[src/rtl/prod_byte_serializer_pkg.sv]
// Shared constants, state type and helpers for the product byte serializer.
// Used by prod_fifo and prod_byte_serializer.
package prod_ser_pkg;

  localparam int PW_DEF = 32;
  localparam int BW_DEF = 8;

  typedef enum logic {
    S_IDLE = 1'b0,
    S_SEND = 1'b1
  } ser_state_t;

  function automatic int nbytes(input int pw, input int bw);
    return pw / bw;
  endfunction

endpackage

[src/rtl/prod_byte_serializer_fifo.sv]
// Product word FIFO for the serializer: push-before-pop full check,
// registered level, pointers wrap modulo DEPTH (power of two).
module prod_fifo #(
  parameter int W     = 32,
  parameter int DEPTH = 2
) (
  input  logic                   clk,
  input  logic                   rst,
  input  logic                   push,
  input  logic                   pop,
  input  logic [W-1:0]           din,
  output logic [W-1:0]           dout,
  output logic                   full,
  output logic                   empty,
  output logic [$clog2(DEPTH):0] level
);

  localparam int AW = $clog2(DEPTH);
  localparam int LW = AW + 1;

  logic [W-1:0]  mem [DEPTH];
  logic [AW-1:0] wptr;
  logic [AW-1:0] rptr;
  logic          do_push;
  logic          do_pop;

  assign full    = (level == LW'(DEPTH));
  assign empty   = (level == '0);
  assign do_push = push & ~full;
  assign do_pop  = pop & ~empty;
  assign dout    = mem[rptr];

  always_ff @(posedge clk) begin
    if (do_push) begin
      mem[wptr] <= din;
    end
  end

  always_ff @(posedge clk or negedge rst) begin
    if (!rst) begin
      wptr  <= '0;
      rptr  <= '0;
      level <= '0;
    end else begin
      if (do_push) begin
        wptr <= wptr + 1'b1;
      end
      if (do_pop) begin
        rptr <= rptr + 1'b1;
      end
      unique case ({do_push, do_pop})
        2'b10:   level <= level + 1'b1;
        2'b01:   level <= level - 1'b1;
        default: level <= level;
      endcase
    end
  end

endmodule

[src/rtl/prod_byte_serializer.sv]
// Buffers multiplier products and streams them out as bytes (valid/ready).
// Optional BYTE_PARITY_EN adds out_parity = XOR of out_data.
module prod_byte_serializer
  import prod_ser_pkg::*;
#(
  parameter int PW        = PW_DEF,
  parameter int BW        = BW_DEF,
  parameter int DEPTH     = 2,
  parameter int MSB_FIRST = 1
) (
  input  logic                   clk,
  input  logic                   rst,
  input  logic                   prod_valid,
  input  logic [PW-1:0]          prod,
  output logic                   prod_ready,
  output logic                   out_valid,
  output logic [BW-1:0]          out_data,
  output logic                   out_last,
  input  logic                   out_ready,
  output logic                   drop,
  input  logic                   clr_drop,
`ifdef BYTE_PARITY_EN
  output logic                   out_parity,
`endif
  output logic [$clog2(DEPTH):0] level
);

  localparam int NB = nbytes(PW, BW);
  localparam int IW = (NB > 1) ? $clog2(NB) : 1;
  localparam logic [IW-1:0] LAST = IW'(NB - 1);

  ser_state_t    state_q;
  ser_state_t    state_d;
  logic [PW-1:0] sh_q;
  logic [PW-1:0] sh_d;
  logic [IW-1:0] idx_q;
  logic [IW-1:0] idx_d;
  logic          fifo_pop;
  logic [PW-1:0] fifo_dout;
  logic          full;
  logic          empty;
  logic          xfer;

  prod_fifo #(
    .W     (PW),
    .DEPTH (DEPTH)
  ) u_fifo (
    .clk   (clk),
    .rst   (rst),
    .push  (prod_valid),
    .pop   (fifo_pop),
    .din   (prod),
    .dout  (fifo_dout),
    .full  (full),
    .empty (empty),
    .level (level)
  );

  assign prod_ready = ~full;
  assign out_valid  = (state_q == S_SEND);
  assign out_last   = out_valid & (idx_q == LAST);
  assign xfer       = out_valid & out_ready;

  if (MSB_FIRST != 0) begin : g_msb
    assign out_data = sh_q[PW-1 -: BW];
  end else begin : g_lsb
    assign out_data = sh_q[BW-1:0];
  end

`ifdef BYTE_PARITY_EN
  assign out_parity = ^out_data;
`endif

  always_comb begin
    state_d  = state_q;
    sh_d     = sh_q;
    idx_d    = idx_q;
    fifo_pop = 1'b0;
    unique case (state_q)
      S_IDLE: begin
        if (!empty) begin
          fifo_pop = 1'b1;
          sh_d     = fifo_dout;
          idx_d    = '0;
          state_d  = S_SEND;
        end
      end
      S_SEND: begin
        if (xfer) begin
          if (idx_q == LAST) begin
            // back-to-back words: reload without a bubble
            if (!empty) begin
              fifo_pop = 1'b1;
              sh_d     = fifo_dout;
              idx_d    = '0;
            end else begin
              sh_d    = '0;
              idx_d   = '0;
              state_d = S_IDLE;
            end
          end else begin
            idx_d = idx_q + 1'b1;
            if (MSB_FIRST != 0) begin
              sh_d = sh_q << BW;
            end else begin
              sh_d = sh_q >> BW;
            end
          end
        end
      end
      default: begin
        state_d = S_IDLE;
      end
    endcase
  end

  always_ff @(posedge clk or negedge rst) begin
    if (!rst) begin
      state_q <= S_IDLE;
      sh_q    <= '0;
      idx_q   <= '0;
    end else begin
      state_q <= state_d;
      sh_q    <= sh_d;
      idx_q   <= idx_d;
    end
  end

  // a discarded push outranks a same-cycle clear
  always_ff @(posedge clk or negedge rst) begin
    if (!rst) begin
      drop <= 1'b0;
    end else if (prod_valid && full) begin
      drop <= 1'b1;
    end else if (clr_drop) begin
      drop <= 1'b0;
    end
  end

endmodule

[config.mk]
export PLATFORM = sky130hd
export DESIGN_NAME = prod_byte_serializer
export DESIGN_NICKNAME = d
export VERILOG_FILES = /design/src/rtl/prod_byte_serializer_pkg.sv /design/src/rtl/prod_byte_serializer_fifo.sv /design/src/rtl/prod_byte_serializer.sv
export SDC_FILE = /design/constraint.sdc
export NUM_CORES = 1
export LEC_CHECK = 0
export CORE_MARGIN = 4
export CORE_UTILIZATION = 35
export DETAILED_ROUTE_END_ITERATION = 8
export PLACE_DENSITY = 0.65
export SLEW_MARGIN = 20
export SYNTH_ARGS = -nofsm -noshare
export SYNTH_HDL_FRONTEND = slang
export SYNTH_HIERARCHICAL = 1
export SYNTH_SLANG_ARGS = --single-unit
[constraint.sdc]
create_clock -name clk -period 2.4 [get_ports clk]
set_input_delay 0.48 -clock clk [delete_from_list [all_inputs] [get_ports clk]]
set_output_delay 0.48 -clock clk [all_outputs]
set_load 0.02 [all_outputs]
==> parameters.txt <==
Parameter                              Value

Placement
  Place WS    between 0.2 and 0.25 ns
  Final HPWL DP    roughly 5500 um
  I/O Buffers    50
  Number of placed instances with taps included    514
  Weighted congestion reported at the end of routability-driven placement    0.761

Cells and area
  Most common cell after layout, fill and taps aside    edfxtp_1
  Nets    393
  Footprint of the flip-flops and latches    around 0.003 mm^2
  Commonest cells after routing, fill and taps aside    edfxtp_1 (64), clkdlybuf4s50_1 (49), dfrtp_1 (39)
  Finished Layout Cells    530
  Antenna cell count    0
  Fraction of layout cells with a size suffix above 1    0.232
  Synth-to-Final Area Change    19.5%
  Number of filler cells placed in the layout    1174
  Area of the multi-input gates    between 0.001 and 0.0015 mm^2

Clock network
  Number of buffers created by CTS    9
  Maximum clock insertion buffer count    2
  Clk_lat worst skew    0.34 ns
  Number of setup buffers added after CTS    0
  Number of gates resized after cts    0
  Clock Tree Root    clkbuf_16
  Hold bufs inserted after CTS    0
  Clock slew at the register clock pins of the worst setup and hold paths    ~0.06 ns
  CTS tree    built
  Number of clock sinks seen by CTS    around 100
  H-tree Lvls    3

STA
  Worst hold margin    0.142 ns
  Final critical-path share of the clock period    0.916
  Worst-case setup margin in the final layout    0.202 ns
  Worst-margin pin slew    a little under 0.7 ns
  # setup viols final    0
  Number of max-slew violations in the final report    0
  Maximum operating frequency    between 400 and 500 MHz
  Final-layout setup total negative slack    0 ns
  Clock tree skew after final layout    roughly 0.0038 ns
  Hold violation total from the final report    0
  Period minus WS final    about 2.2 ns
  RSZ-0062 raised after global routing    false
  Worst-case headroom to the max-slew limit    0.545

Routing
  Total iterations of the first detailed-routing run    4
  Number of vias in the routed layout    about 2500
  DRC violations left    0
  Average wire length per cell after detail routing    roughly 16 um
  Drt via density    around 4.7
  Antenna violation net count after detailed routing    0
  Iter 0 DRT Violations    between 100 and 150
  Wire length reported by the detailed router    between 8000 and 9000 um

Synthesis
  Sequential share of the synthesized area    0.641
  Synth Cell Area    about 0.0046 mm^2
  Yosys warning total    6
  Most used flip-flop cell after synthesis    edfxtp_1
  Number of nets produced by synthesis    approximately 350
  Count of flip-flops with a built-in enable after synthesis    64
  Async SR Flop Fraction    0.385
  Number of synthesized register bits    between 100 and 150
  Syn avg cell area    ~15 um^2
  Synthesized instance count    between 300 and 400
  Distinct cell type count of the synthesized netlist    29

Critical path
  Critical path capture point type    primary output
  Sequence of cells on the critical path    ha_1 -> and2_1 -> clkdlybuf4s50_1
  Launching element type of the critical path    flop
  Kind of cell adding the most delay to the critical path    buffers and inverters
  Crit path buf inv count    1
  Critical-path maximum fanout    4
  CP Data Arrival Time    roughly 1.7 ns
  Endpoint required time on the critical path    approximately 1.9 ns
  Slowest Stage Delay on Critical Path    ~0.59 ns
  Slowest CP cell    clkdlybuf4s50_1
  Setup slack on the worst flop-to-flop path    approximately 0.42 ns
  WS Path Type    flop to primary output

Global route
  GRT Residual Overflow    0
  All-layer global routing usage    0.119
  First-pass GRT wire length    roughly 13000 um
  Initial antenna violation count    0
  Via count of the first global-routing pass    roughly 2600
  Maximum number of pins on one net before global-route repair    33

Power
  Pwr/cell area    about 1200 mW/mm^2
  Net switching power of the design    around 2.1 mW
  Part of the power in combinational logic    0.358
  Maximum VDD drop    about 0.00048 V
  Total power    ~6.7 mW
  Leakage Power    2.05 nW
  Sw frac    0.318
  Relative contribution of the clock network to total power    0.222
  Register share of total power    0.420
  Int Pwr    4.56 mW

Worst hold path
  Worst hold path class    input port to async pin

Run status
  Status    finished clean

Run
  Count of maximum capacitance violations    0

Floorplan
  Die Outline Area    0.0149 mm^2
  Starting utilization of the core area    0.360
  Core footprint    approximately 0.013 mm^2
  Count of standard-cell rows    41
  Die Height    approximately 120 um
  Die X    around 120 um
  Ports    a little over 50
worst paths after layout:
check / from / to / depth (start not counted)
setup reg to reg: u_fifo/level[0] / sh_q[17] / 4
hold / removal: rst / u_fifo/wptr / 1
min in group clk: sh_q[3] / sh_q[3] / 1
setup / recovery: idx_q[0] / out_last / 3
hold reg to reg: sh_q[3] / sh_q[3] / 1
max in group asynchronous: rst / sh_q[22] / 2
synthesized netlist by cell type (8+ instances only):
library cell,n,share of area
a22o_1,8,0.015
buf_2,8,0.0088
a21oi_1,26,0.029
nand2_1,33,0.027
a31oi_2,20,0.055
mux2_4,29,0.095
edfxtp_1,64,0.42
buf_4,8,0.013
dfrtp_1,40,0.22
o21ai_0,27,0.030
routing by layer:
layer	global-route usage	wire, um	vias to the layer above
li1	-	-	1220
met1	0.154	3750	1228
met2	0.189	3940	51
met3	0.0418	496	7
met4	0.0315	88	0
met5	0	0	-
logic make-up after synthesis:
family / count (synthesis) / share of synthesized area
flip-flops: 104 / 0.641
AO/OA/AOI/OAI: 85 / 0.134
AND/OR/NAND/NOR: 46 / 0.0450
multiplexers: 33 / 0.105
buffers and inverters: 32 / 0.0557
XOR/XNOR: 6 / 0.0115
adder cells (fa/ha/maj): 3 / 0.00823
sequential cells by signal, indices dropped and copies added, names as in the netlist:
signal	cells
sh_q	32
u_fifo/rptr	1
idx_q	2
out_valid	1
drop	1
u_fifo/mem	64
u_fifo/wptr	1
u_fifo/level	2
through the flow:
stage               utilization  instance area (um^2)
global placement          0.406                  5140
CTS                       0.430                  5450
floorplan                     -                  4560
global route              0.430                  5450
detailed placement        0.406                  5140
finish                    0.430                  5450
power by group through the flow:
| stage | combinational, mW | clock, mW | sequential (mW) |
|---|---|---|---|
| floorplan | 1.93 | 0 | 2.80 |
| global placement | 2.40 | 0 | 2.82 |
| detailed placement | 2.44 | 0 | 2.84 |
| CTS | 2.45 | 1.53 | 2.81 |
| global route | 2.62 | 1.61 | 2.87 |
| finish | 2.40 | 1.48 | 2.81 |
worst reg2reg max path, cell delays in order (launching register included):
cell	delay, ns
dfrtp_1	0.43
nor2_1	0.37
and2b_1	0.48
o21ai_0	0.44
a31oi_2	0.13
layout make-up:
type | count | area share
inverters | 4 | 0.00275
repair buffers | 61 | 0.111
clock buffers | 11 | 0.0466
well taps | 172 | 0.0395
flip-flops and latches | 104 | 0.536
multi-input cells | 173 | 0.254
clock inverters | 5 | 0.00987
(Power assumes the default switching activity.)
